`src/rtl/fetch_pc_predict_pkg.sv`:
```
// Shared definitions for the fetch stage: opcodes, prediction strategies, IF/ID payload
// and the two target-address helpers used by predecode.
package fetch_pc_predict_pkg;

  localparam int unsigned XLEN = 32;

  localparam logic [5:0] OP_J   = 6'b000010;
  localparam logic [5:0] OP_BEQ = 6'b000100;
  localparam logic [5:0] OP_BNE = 6'b000101;

  localparam logic [XLEN-1:0] NOP_WORD = 32'h0000_0000;

  typedef enum logic [1:0] {
    STRAT_NT  = 2'b00,
    STRAT_T   = 2'b01,
    STRAT_DS  = 2'b10,
    STRAT_BHT = 2'b11
  } strat_e;

  typedef struct packed {
    logic [XLEN-1:0] ir;
    logic [XLEN-1:0] pc4;
    logic            pred;
  } ifid_t;

  // Jump target keeps the upper nibble of the delay-slot address.
  function automatic logic [XLEN-1:0] j_target(input logic [XLEN-1:0] pc4,
                                               input logic [25:0]     imm26);
    return {pc4[31:28], imm26, 2'b00};
  endfunction

  function automatic logic [XLEN-1:0] br_target(input logic [XLEN-1:0] pc4,
                                                input logic [15:0]     imm16);
    return pc4 + {{14{imm16[15]}}, imm16, 2'b00};
  endfunction

endpackage

```
`src/rtl/bht_2bit.sv`:
```
// Branch history table of saturating 2-bit counters; combinational read of the
// registered counters, so a same-cycle update is not visible until the next cycle.
module bht_2bit #(
  parameter int unsigned IDX_W = 4
) (
  input  logic             clk,
  input  logic             rst_n,
  input  logic [IDX_W-1:0] rd_idx_i,
  output logic             rd_taken_o,
  input  logic             upd_en_i,
  input  logic [IDX_W-1:0] upd_idx_i,
  input  logic             upd_taken_i
);

  localparam int unsigned DEPTH = 1 << IDX_W;

  logic [1:0] ctr_q [DEPTH];
  logic [1:0] ctr_d [DEPTH];

  // Saturating update of the resolved branch's counter.
  always_comb begin
    ctr_d = ctr_q;
    if (upd_en_i) begin
      if (upd_taken_i && (ctr_q[upd_idx_i] != 2'b11)) begin
        ctr_d[upd_idx_i] = ctr_q[upd_idx_i] + 2'b01;
      end else if (!upd_taken_i && (ctr_q[upd_idx_i] != 2'b00)) begin
        ctr_d[upd_idx_i] = ctr_q[upd_idx_i] - 2'b01;
      end
    end
  end

  always_ff @(posedge clk or negedge rst_n) begin
    if (!rst_n) begin
      for (int unsigned i = 0; i < DEPTH; i++) begin
        ctr_q[i] <= 2'b01;
      end
    end else begin
      ctr_q <= ctr_d;
    end
  end

  assign rd_taken_o = ctr_q[rd_idx_i][1];

endmodule

```
`src/rtl/fetch_pc_predict.sv`:
```
// PC generation and IF/ID register: predecodes the fetched word, predicts with the
// selected strategy, and redirects on branch mispredicts resolved in EX.
module fetch_pc_predict
  import fetch_pc_predict_pkg::*;
#(
  parameter logic [31:0] RESET_PC  = 32'd0,
  parameter int unsigned BHT_IDX_W = 4
) (
  input  logic        clk,
  input  logic        rst,
  input  logic [1:0]  strategy,
  input  logic        stall,
  output logic [31:0] im_addr,
  input  logic [31:0] im_rdata,
  input  logic        ex_br_valid,
  input  logic [31:0] ex_br_pc,
  input  logic        ex_br_taken,
  input  logic [31:0] ex_br_target,
  input  logic        ex_pred_taken,
  output logic [31:0] pc,
  output logic [31:0] ifid_ir,
  output logic [31:0] ifid_pc4,
  output logic        ifid_pred_taken,
  output logic        flush_id
);

  logic [XLEN-1:0] pc_q, pc_d;
  logic [XLEN-1:0] jp_tgt_q, jp_tgt_d;
  logic            jp_q, jp_d;
  ifid_t           ifid_q, ifid_d;

  logic [XLEN-1:0] pc4_c, j_tgt_c, br_tgt_c, redirect_c;
  logic [5:0]      op_c;
  logic            is_j_c, is_br_c, bht_taken_c, pred_c, mis_c;
  strat_e          strat_c;

  assign strat_c  = strat_e'(strategy);
  assign pc4_c    = pc_q + 32'd4;
  assign op_c     = im_rdata[31:26];
  assign is_j_c   = (op_c == OP_J);
  assign is_br_c  = (op_c == OP_BEQ) || (op_c == OP_BNE);
  assign j_tgt_c  = j_target(pc4_c, im_rdata[25:0]);
  assign br_tgt_c = br_target(pc4_c, im_rdata[15:0]);

  assign mis_c      = ex_br_valid && (ex_br_taken != ex_pred_taken);
  assign redirect_c = ex_br_taken ? ex_br_target : (ex_br_pc + 32'd4);

  // A taken branch under delay-slot mode keeps its slot instruction alive in ID.
  assign flush_id = mis_c && !((strat_c == STRAT_DS) && ex_br_taken);

  bht_2bit #(
    .IDX_W (BHT_IDX_W)
  ) u_bht (
    .clk         (clk),
    .rst_n       (rst),
    .rd_idx_i    (pc_q[BHT_IDX_W+1:2]),
    .rd_taken_o  (bht_taken_c),
    .upd_en_i    (ex_br_valid),
    .upd_idx_i   (ex_br_pc[BHT_IDX_W+1:2]),
    .upd_taken_i (ex_br_taken)
  );

  always_comb begin
    pred_c = 1'b0;
    if (is_br_c) begin
      case (strat_c)
        STRAT_NT:  pred_c = 1'b0;
        STRAT_T:   pred_c = 1'b1;
        STRAT_DS:  pred_c = 1'b0;
        STRAT_BHT: pred_c = bht_taken_c;
      endcase
    end
  end

  // Next-PC selection: mispredict > stall > pending jump > j > predicted branch > sequential.
  always_comb begin
    pc_d     = pc_q;
    ifid_d   = ifid_q;
    jp_d     = jp_q;
    jp_tgt_d = jp_tgt_q;
    if (mis_c) begin
      pc_d   = redirect_c;
      ifid_d = '{ir: NOP_WORD, pc4: '0, pred: 1'b0};
      jp_d   = 1'b0;
    end else if (!stall) begin
      ifid_d = '{ir: im_rdata, pc4: pc4_c, pred: pred_c};
      if (jp_q) begin
        pc_d = jp_tgt_q;
        jp_d = 1'b0;
      end else if (is_j_c) begin
        if (strat_c == STRAT_DS) begin
          pc_d     = pc4_c;
          jp_d     = 1'b1;
          jp_tgt_d = j_tgt_c;
        end else begin
          pc_d = j_tgt_c;
        end
      end else if (pred_c) begin
        pc_d = br_tgt_c;
      end else begin
        pc_d = pc4_c;
      end
    end
  end

  always_ff @(posedge clk or negedge rst) begin
    if (!rst) begin
      pc_q     <= RESET_PC;
      ifid_q   <= '{ir: NOP_WORD, pc4: '0, pred: 1'b0};
      jp_q     <= 1'b0;
      jp_tgt_q <= '0;
    end else begin
      pc_q     <= pc_d;
      ifid_q   <= ifid_d;
      jp_q     <= jp_d;
      jp_tgt_q <= jp_tgt_d;
    end
  end

  assign pc              = pc_q;
  assign im_addr         = pc_q;
  assign ifid_ir         = ifid_q.ir;
  assign ifid_pc4        = ifid_q.pc4;
  assign ifid_pred_taken = ifid_q.pred;

endmodule

```
`config.mk`:
```
export PLATFORM = sky130hd
export DESIGN_NAME = fetch_pc_predict
export DESIGN_NICKNAME = d
export VERILOG_FILES = /design/src/rtl/fetch_pc_predict_pkg.sv /design/src/rtl/bht_2bit.sv /design/src/rtl/fetch_pc_predict.sv
export SDC_FILE = /design/constraint.sdc
export NUM_CORES = 1
export LEC_CHECK = 0
export CORE_ASPECT_RATIO = 2
export CORE_UTILIZATION = 47
export DETAILED_ROUTE_END_ITERATION = 12
export HOLD_SLACK_MARGIN = 0.12
export PLACE_DENSITY = 0.78
export SLEW_MARGIN = 20
export SYNTH_ARGS = -nofsm -noshare
export SYNTH_HDL_FRONTEND = slang
export SYNTH_SLANG_ARGS = --single-unit
```
`constraint.sdc`:
```
create_clock -name clk -period 3.4 [get_ports clk]
set_input_delay 0.68 -clock clk [delete_from_list [all_inputs] [get_ports clk]]
set_output_delay 0.68 -clock clk [all_outputs]
set_load 0.005 [all_outputs]
```
==> results_dict.tcl, run 1 <==
set metrics [dict create \
    hpwl_um 31330 \
    clockPowerShare 0.223 \
    vdd.ir_drop.worst_mv 0.4235 \
    hp-class "in2async" \
    syn-num-nets 1351 \
    grt_first_pass_wirelength_um 63690 \
    grt_start_max_net_pins 91 \
    top_layer_used "met4" \
    setup_tns_ns -0.4934 \
    cts-htree-levels 4 \
    crit_family "compound AO/OA/AOI/OAI gates" \
    max_stage_delay_ns 0.38 \
    place_area_mm2 0.01481 \
    grt_util_all_layers 0.3624 \
    ys_ff_latch 160 \
    p_leak_nw 7.187 \
    crit_type "reg2reg" \
    cp.required_ns 3.76 \
    seqPwrFrac 0.296 \
    seq_area_frac_synth 0.3668 \
    portBuffers 233 \
    hold_ws_ns 0.2353 \
    layout.cells.most_common "clkdlybuf4s50_1" \
    cts_root_buf "clkbuf_16" \
    sw_frac_of_total 0.3619 \
    p_sw_mw 3.244 \
    hold_viol_final 0 \
    vias_per_cell 6.045 \
    avgSynthCellArea_um2 9.111 \
    startpoint_type "flip-flop" \
    numCtsBuffers 17 \
    drc 0 \
    drv_slew 0 \
    syn_area_mm2 0.01097 \
    status "complete, but fails checks" \
    die_h_um 218.1 \
    wl_met1_um 14170 \
    synthCells 1204 \
    start_util 0.4803 \
    fin_util 0.7150 \
    clock-sinks 160 \
    row_count 78 \
    rsz0062_at_grt "true" \
    antenna-diode-count 0 \
    insertion_delay_ns 0.45 \
    synth_cell_type_count 77 \
    path_clk_slew_ns 0.07 \
    p_comb_frac 0.481 \
    cts_buffer_depth 2 \
    yosysWarnings 0 \
    wirelength_um 43290 \
    final_cell_mix "clkdlybuf4s50_1 (230), buf_4 (207), dfrtp_1 (142)" \
    critPathCaptureType "flip-flop" \
    r2r_slack_ns -0.20 \
    place_congestion 0.9450 \
    ys.flop_type "dfrtp_1" \
    cap_viol_max_count 0 \
    fmax_mhz 277.9 \
    period_share 1.059 \
    worstPathMaxFanout 3 \
    p_per_area_mw_per_mm2 548.9 \
    tightest_slew_ns 0.7389 \
    finalPower_mw 8.963 \
    core_area_mm2 0.02284 \
    async_reset_ff_frac 1.000 \
    ant_nets 0 \
    drt_first_pass_iters 5 \
    slew_headroom 0.5074 \
    crit_path_cell_trace "nand4_1, buf_6, nor4_4, nand4_1, xnor2_2, ha_1, buf_6, a21o_1, a21oi_2, o21ai_2, a211o_1, o211ai_1, a41oi_2, xnor2_2, o21a_1, o31ai_2" \
    fin_nets 1734 \
    cts_hold_buffers 0 \
    path_buf_inv 2 \
    dieArea_mm2 0.02399 \
    layout_setup_ws_ns -0.1990 \
    cts_tree "built" \
    dpl_worst_slack_ns -0.4459 \
    wl_per_cell_um 23.02 \
    crit_path_top_delay_cell "dfrtp_1" \
    io_pins 234 \
    dp_cells 1829 \
    antenna_found_initial 0 \
    drtIter0Drc 680 \
    synth_edf_count 0 \
    syn2layout_area_growth_pct 48.86 \
    grt_pass1_vias 11710 \
    fin_cells 1880 \
    violations "negative setup slack" \
    wl_met2_um 22770 \
    post-route-min-period_ns 3.599 \
    critPathArrivalTime_ns 3.95 \
    die_w_um 110.0 \
    clock_skew_ns 0.008286 \
    finalInstanceArea_mm2 0.01633 \
    overflow 0 \
    setup_viol_count_final 5 \
    internal_power_mw 5.719 \
    vias 11370 \
    drive_above_1_share 0.2944 \
    wl_met3_um 2740 \
]
## per-layer routing
metal	vias up	global-route usage
met2	564	0.6417
met5	-	0
met4	0	0.2653
met3	214	0.06695
met1	5531	0.3679
li1	5056	-
## worst paths after layout
path | from | end | cells past startpoint
min | rst | ifid_ir[31]$_DFFE_PN0P_ | 1
max | im_addr[6]$_DFFE_PN0P_ | im_addr[31]$_DFFE_PN0P_ | 16
min in group clk | flip-flop | flip-flop | 2
min reg2reg | flip-flop | flip-flop | 2
max reg2reg | im_addr[6]$_DFFE_PN0P_ | im_addr[31]$_DFFE_PN0P_ | 16
max in group asynchronous | rst | ifid_ir[16]$_DFFE_PN0P_ | 2
## layout make-up
| type | instances | area, um2 |
|---|---|---|
| repair buffers | 462 | 4188 |
| well taps | 280 | 350.3 |
| inverters | 18 | 67.56 |
| flip-flops and latches | 160 | 4026 |
| multi-input cells | 928 | 7101 |
| clock inverters | 15 | 171.4 |
| clock buffers | 17 | 425.4 |
| fillers | 1724 | 6507 |
## power groups by stage
stage	Combinational [mW]	Clock, mW	Sequential (mW)
3_5_place_dp	3.81	0	2.66
4_1_cts	3.97	2.01	2.63
3_3_place_gp	3.75	0	2.64
5_1_grt	4.60	2.09	2.68
6_report	4.31	2.00	2.65
2_1_floorplan	1.96	0	2.62
## cells in the mapped netlist, types with 4 or more instances
| master | count | share of area |
|---|---|---|
| a21oi_1 | 79 | 0.036 |
| ha_1 | 42 | 0.048 |
| a21o_1 | 14 | 0.0096 |
| a211oi_1 | 21 | 0.014 |
| nor2b_1 | 7 | 0.0040 |
| inv_1 | 17 | 0.0058 |
| clkbuf_1 | 42 | 0.014 |
| o211ai_1 | 12 | 0.0082 |
| and2_1 | 8 | 0.0046 |
| mux4_2 | 12 | 0.025 |
| o22ai_1 | 13 | 0.0074 |
| buf_2 | 6 | 0.0027 |
| and4_1 | 8 | 0.0064 |
| a31oi_1 | 6 | 0.0034 |
| o21ai_1 | 4 | 0.0018 |
| nor2_1 | 130 | 0.044 |
| dfstp_2 | 16 | 0.038 |
| or2_2 | 4 | 0.0023 |
| nand2b_1 | 9 | 0.0051 |
| xnor2_1 | 45 | 0.036 |
| o21ai_0 | 82 | 0.037 |
| mux2_2 | 44 | 0.045 |
| o21a_1 | 13 | 0.0089 |
| or3_1 | 5 | 0.0029 |
| xor2_1 | 39 | 0.031 |
| and3_1 | 15 | 0.0086 |
| dfrtp_1 | 144 | 0.33 |
| buf_1 | 11 | 0.0038 |
| nand3_1 | 39 | 0.018 |
| nand2_1 | 129 | 0.044 |
| mux2i_1 | 54 | 0.049 |
| buf_4 | 35 | 0.024 |
| nand4_1 | 16 | 0.0091 |
| a221oi_1 | 13 | 0.010 |
| nor3_1 | 13 | 0.0059 |
## sequential cells by signal (all words and copies together) (netlist names), named ones only
name and flops:
ifid_pc4 32, jp_q 1, ifid_pred_taken 1, ifid_ir 32, jp_tgt_q 30, u_bht.ctr_q 16
im_addr 32
## cells by family (layout without fill, tap and decap cells)
kind of cell	after synthesis	after routing	share of synthesized area
buf+inv	116	512	0.05543
xor+xnor	84	84	0.06707
simple gates	395	395	0.1670
compound gates	294	294	0.1711
flops	160	160	0.3668
mux	112	112	0.1228
fa+ha+maj	43	43	0.04973
## repair_timing
action,CTS,global route
endpoints found under the hold margin,0,0
pin swaps,31,67
setup endpoints to repair,12,49
buffers inserted,11,11
gates resized for setup,45,107
Note: power is estimated with default switching activity, not from simulation.
==> inputs of run 2 (changes only) <==
CAP_MARGIN = 20   (was default)
CORE_ASPECT_RATIO = default   (was 2)
CTS_CLUSTER_DIAMETER = 80   (was default)
==> run 2 against run 1 <==
The flow still finishes with violations (negative setup slack). Utilization down 1.1 points. Sequential cell count unchanged. Die area decreased by 0.16%. Count of clock-buffer cells in the layout did not move. Final area down 1.7%. Non-clock buffer count fell by 8. Clock skew up 0.0020 ns. Combinational power is 1% lower. Wire length down 7.2%. Final cell count up 1.3%. Power decreased by 1.6%. Clock power decreased by 5%. Critical endpoint is now im_addr[30]$_DFFE_PN0P_. Largest cell class unchanged. Largest power group unchanged.
==> results_dict.tcl, run 2 (same netlist as run 1, synthesis figures left out) <==
set metrics [dict create \
    status "complete, but fails checks" \
    violations "negative setup slack" \
    finalPower_mw 8.817 \
    layout.cells.most_common "clkdlybuf4s50_1" \
    antenna-diode-count 0 \
    p_per_area_mw_per_mm2 549.6 \
    cts_root_buf "clkbuf_16" \
    startpoint_type "flip-flop" \
    setup_viol_count_final 6 \
    numCtsBuffers 17 \
    place_area_mm2 0.01479 \
    critPathArrivalTime_ns 3.99 \
    period_share 1.061 \
    clock_skew_ns 0.01033 \
    hold_ws_ns 0.2170 \
    insertion_delay_ns 0.45 \
    dieArea_mm2 0.02395 \
    drv_slew 0 \
    hp-class "in2async" \
    drt_first_pass_iters 5 \
    place_congestion 0.9889 \
    final_cell_mix "clkdlybuf4s50_1 (230), buf_4 (215), dfrtp_1 (142)" \
    cap_viol_max_count 0 \
    rsz0062_at_grt "true" \
    grt_pass1_vias 11080 \
    dpl_worst_slack_ns -0.3742 \
    cts_tree "built" \
    overflow 0 \
    fmax_mhz 277.1 \
    r2r_slack_ns -0.21 \
    worstPathMaxFanout 5 \
    slew_headroom 0.2705 \
    vias_per_cell 5.908 \
    cp.required_ns 3.78 \
    fin_util 0.7044 \
    path_clk_slew_ns 0.07 \
    critPathCaptureType "flip-flop" \
    clock-sinks 160 \
    nFillCells 1705 \
    start_util 0.4816 \
    hpwl_um 29460 \
    fin_nets 1726 \
    grt_util_all_layers 0.3355 \
    syn2layout_area_growth_pct 46.26 \
    grt_start_max_net_pins 69 \
    vdd.ir_drop.worst_mv 0.3920 \
    cts_hold_buffers 0 \
    crit_type "reg2reg" \
    cts-htree-levels 4 \
    timing.rr.start "im_addr[4]$_DFFE_PN0P_" \
    antenna_found_initial 0 \
    die_h_um 154.8 \
    hold_viol_final 0 \
    ant_nets 0 \
    reg2reg_depth 14 \
    portBuffers 233 \
    cts_buffer_depth 2 \
    post-route-min-period_ns 3.609 \
    r2r_end "im_addr[30]$_DFFE_PN0P_" \
    drtIter0Drc 988 \
    drive_above_1_share 0.2739 \
    io_pins 234 \
    tightest_slew_ns 1.093 \
    vias 11250 \
    row_count 55 \
    drc 0 \
    die_w_um 154.8 \
    layout_setup_ws_ns -0.2089 \
    wl_per_cell_um 21.08 \
    core_area_mm2 0.02278 \
    grt_first_pass_wirelength_um 61450 \
    wirelength_um 40160 \
    finalInstanceArea_mm2 0.01604 \
    p_leak_nw 7.108 \
]
-- run 2: changes by cell type in the layout (fill, tap and decap cells not counted), sizes merged --
cell,before,now
buf,232,224
clkinvlp,3,2
bufinv,2,0
inv,26,25
clkinv,2,6
-- run 2: cell type report --
cell class                 instances  area, um2  area share
sequential                       160       4026      0.2510
multi-input combinational        928       6928      0.4318
inverter                          18      67.56    0.004211
clock inverter                    15      150.1    0.009358
clock buffer                      17      425.4     0.02651
timing repair buffer             454       4055      0.2527
tap                              313      391.6     0.02441
-- run 2: timing repair --
action | 4_1_cts | 5_1_grt
endpoints found under the setup margin | 14 | 46
cloned | 0 | 0
buffers inserted | 13 | 5
gates resized for setup | 47 | 60
pin swaps | 30 | 30
-- run 2: worst max-delay path by stage --
stage                            startpoint                          end  slack, ns  depth (start not counted)
finish               im_addr[4]$_DFFE_PN0P_      im_addr[30]$_DFFE_PN0P_      -0.21                         14
global route         im_addr[4]$_DFFE_PN0P_      im_addr[31]$_DFFE_PN0P_      -0.32                         16
CTS                  im_addr[9]$_DFFE_PN0P_      im_addr[31]$_DFFE_PN0P_      -0.10                         15
detailed placement              im_rdata[0]      im_addr[30]$_DFFE_PN0P_      -0.37                         12
global placement                ex_br_pc[2]  u_bht.ctr_q[17]$_DFFE_PN0P_      -0.29                         12
floorplan           im_addr[11]$_DFFE_PN0P_      im_addr[30]$_DFFE_PN0P_      -0.03                         14
-- run 2: where the power goes --
group	total, mW	internal [mW]	switching, mW
Clock	1.91	0.974	0.937
Combinational	4.25	2.25	2.00
Sequential	2.65	2.33	0.319
-- run 2: metal layers --
layer | GRT usage | wire, um | vias up
met3 | 0.05520 | 3051 | 137
met1 | 0.4076 | 15160 | 5478
met4 | 0.2041 | 2347 | 0
met5 | 0 | 0 | -
met2 | 0.5602 | 19600 | 590
li1 | - | - | 5049
-- run 2: critical path, stage by stage, from the launching register on --
cell      delay (ns)
dfrtp_1         0.37
nand4_1         0.11
buf_4           0.18
nor4_4          0.33
buf_4           0.22
and3_1          0.23
nand2_1         0.12
xnor2_2         0.27
ha_1            0.32
nor2b_1         0.16
and4_1          0.19
or3_4           0.35
a211oi_4        0.25
mux2_4          0.32
o21ai_2         0.11
-- run 2: stage by stage --
stage / std cells / TNS [ns]
after detailed placement: 1855 / -11.99
after floorplan: 1204 / -0.03446
after global routing: 1905 / -2.480
after global placement: 1855 / -9.449
after CTS: 1900 / -0.2302
final: 1905 / -0.5387
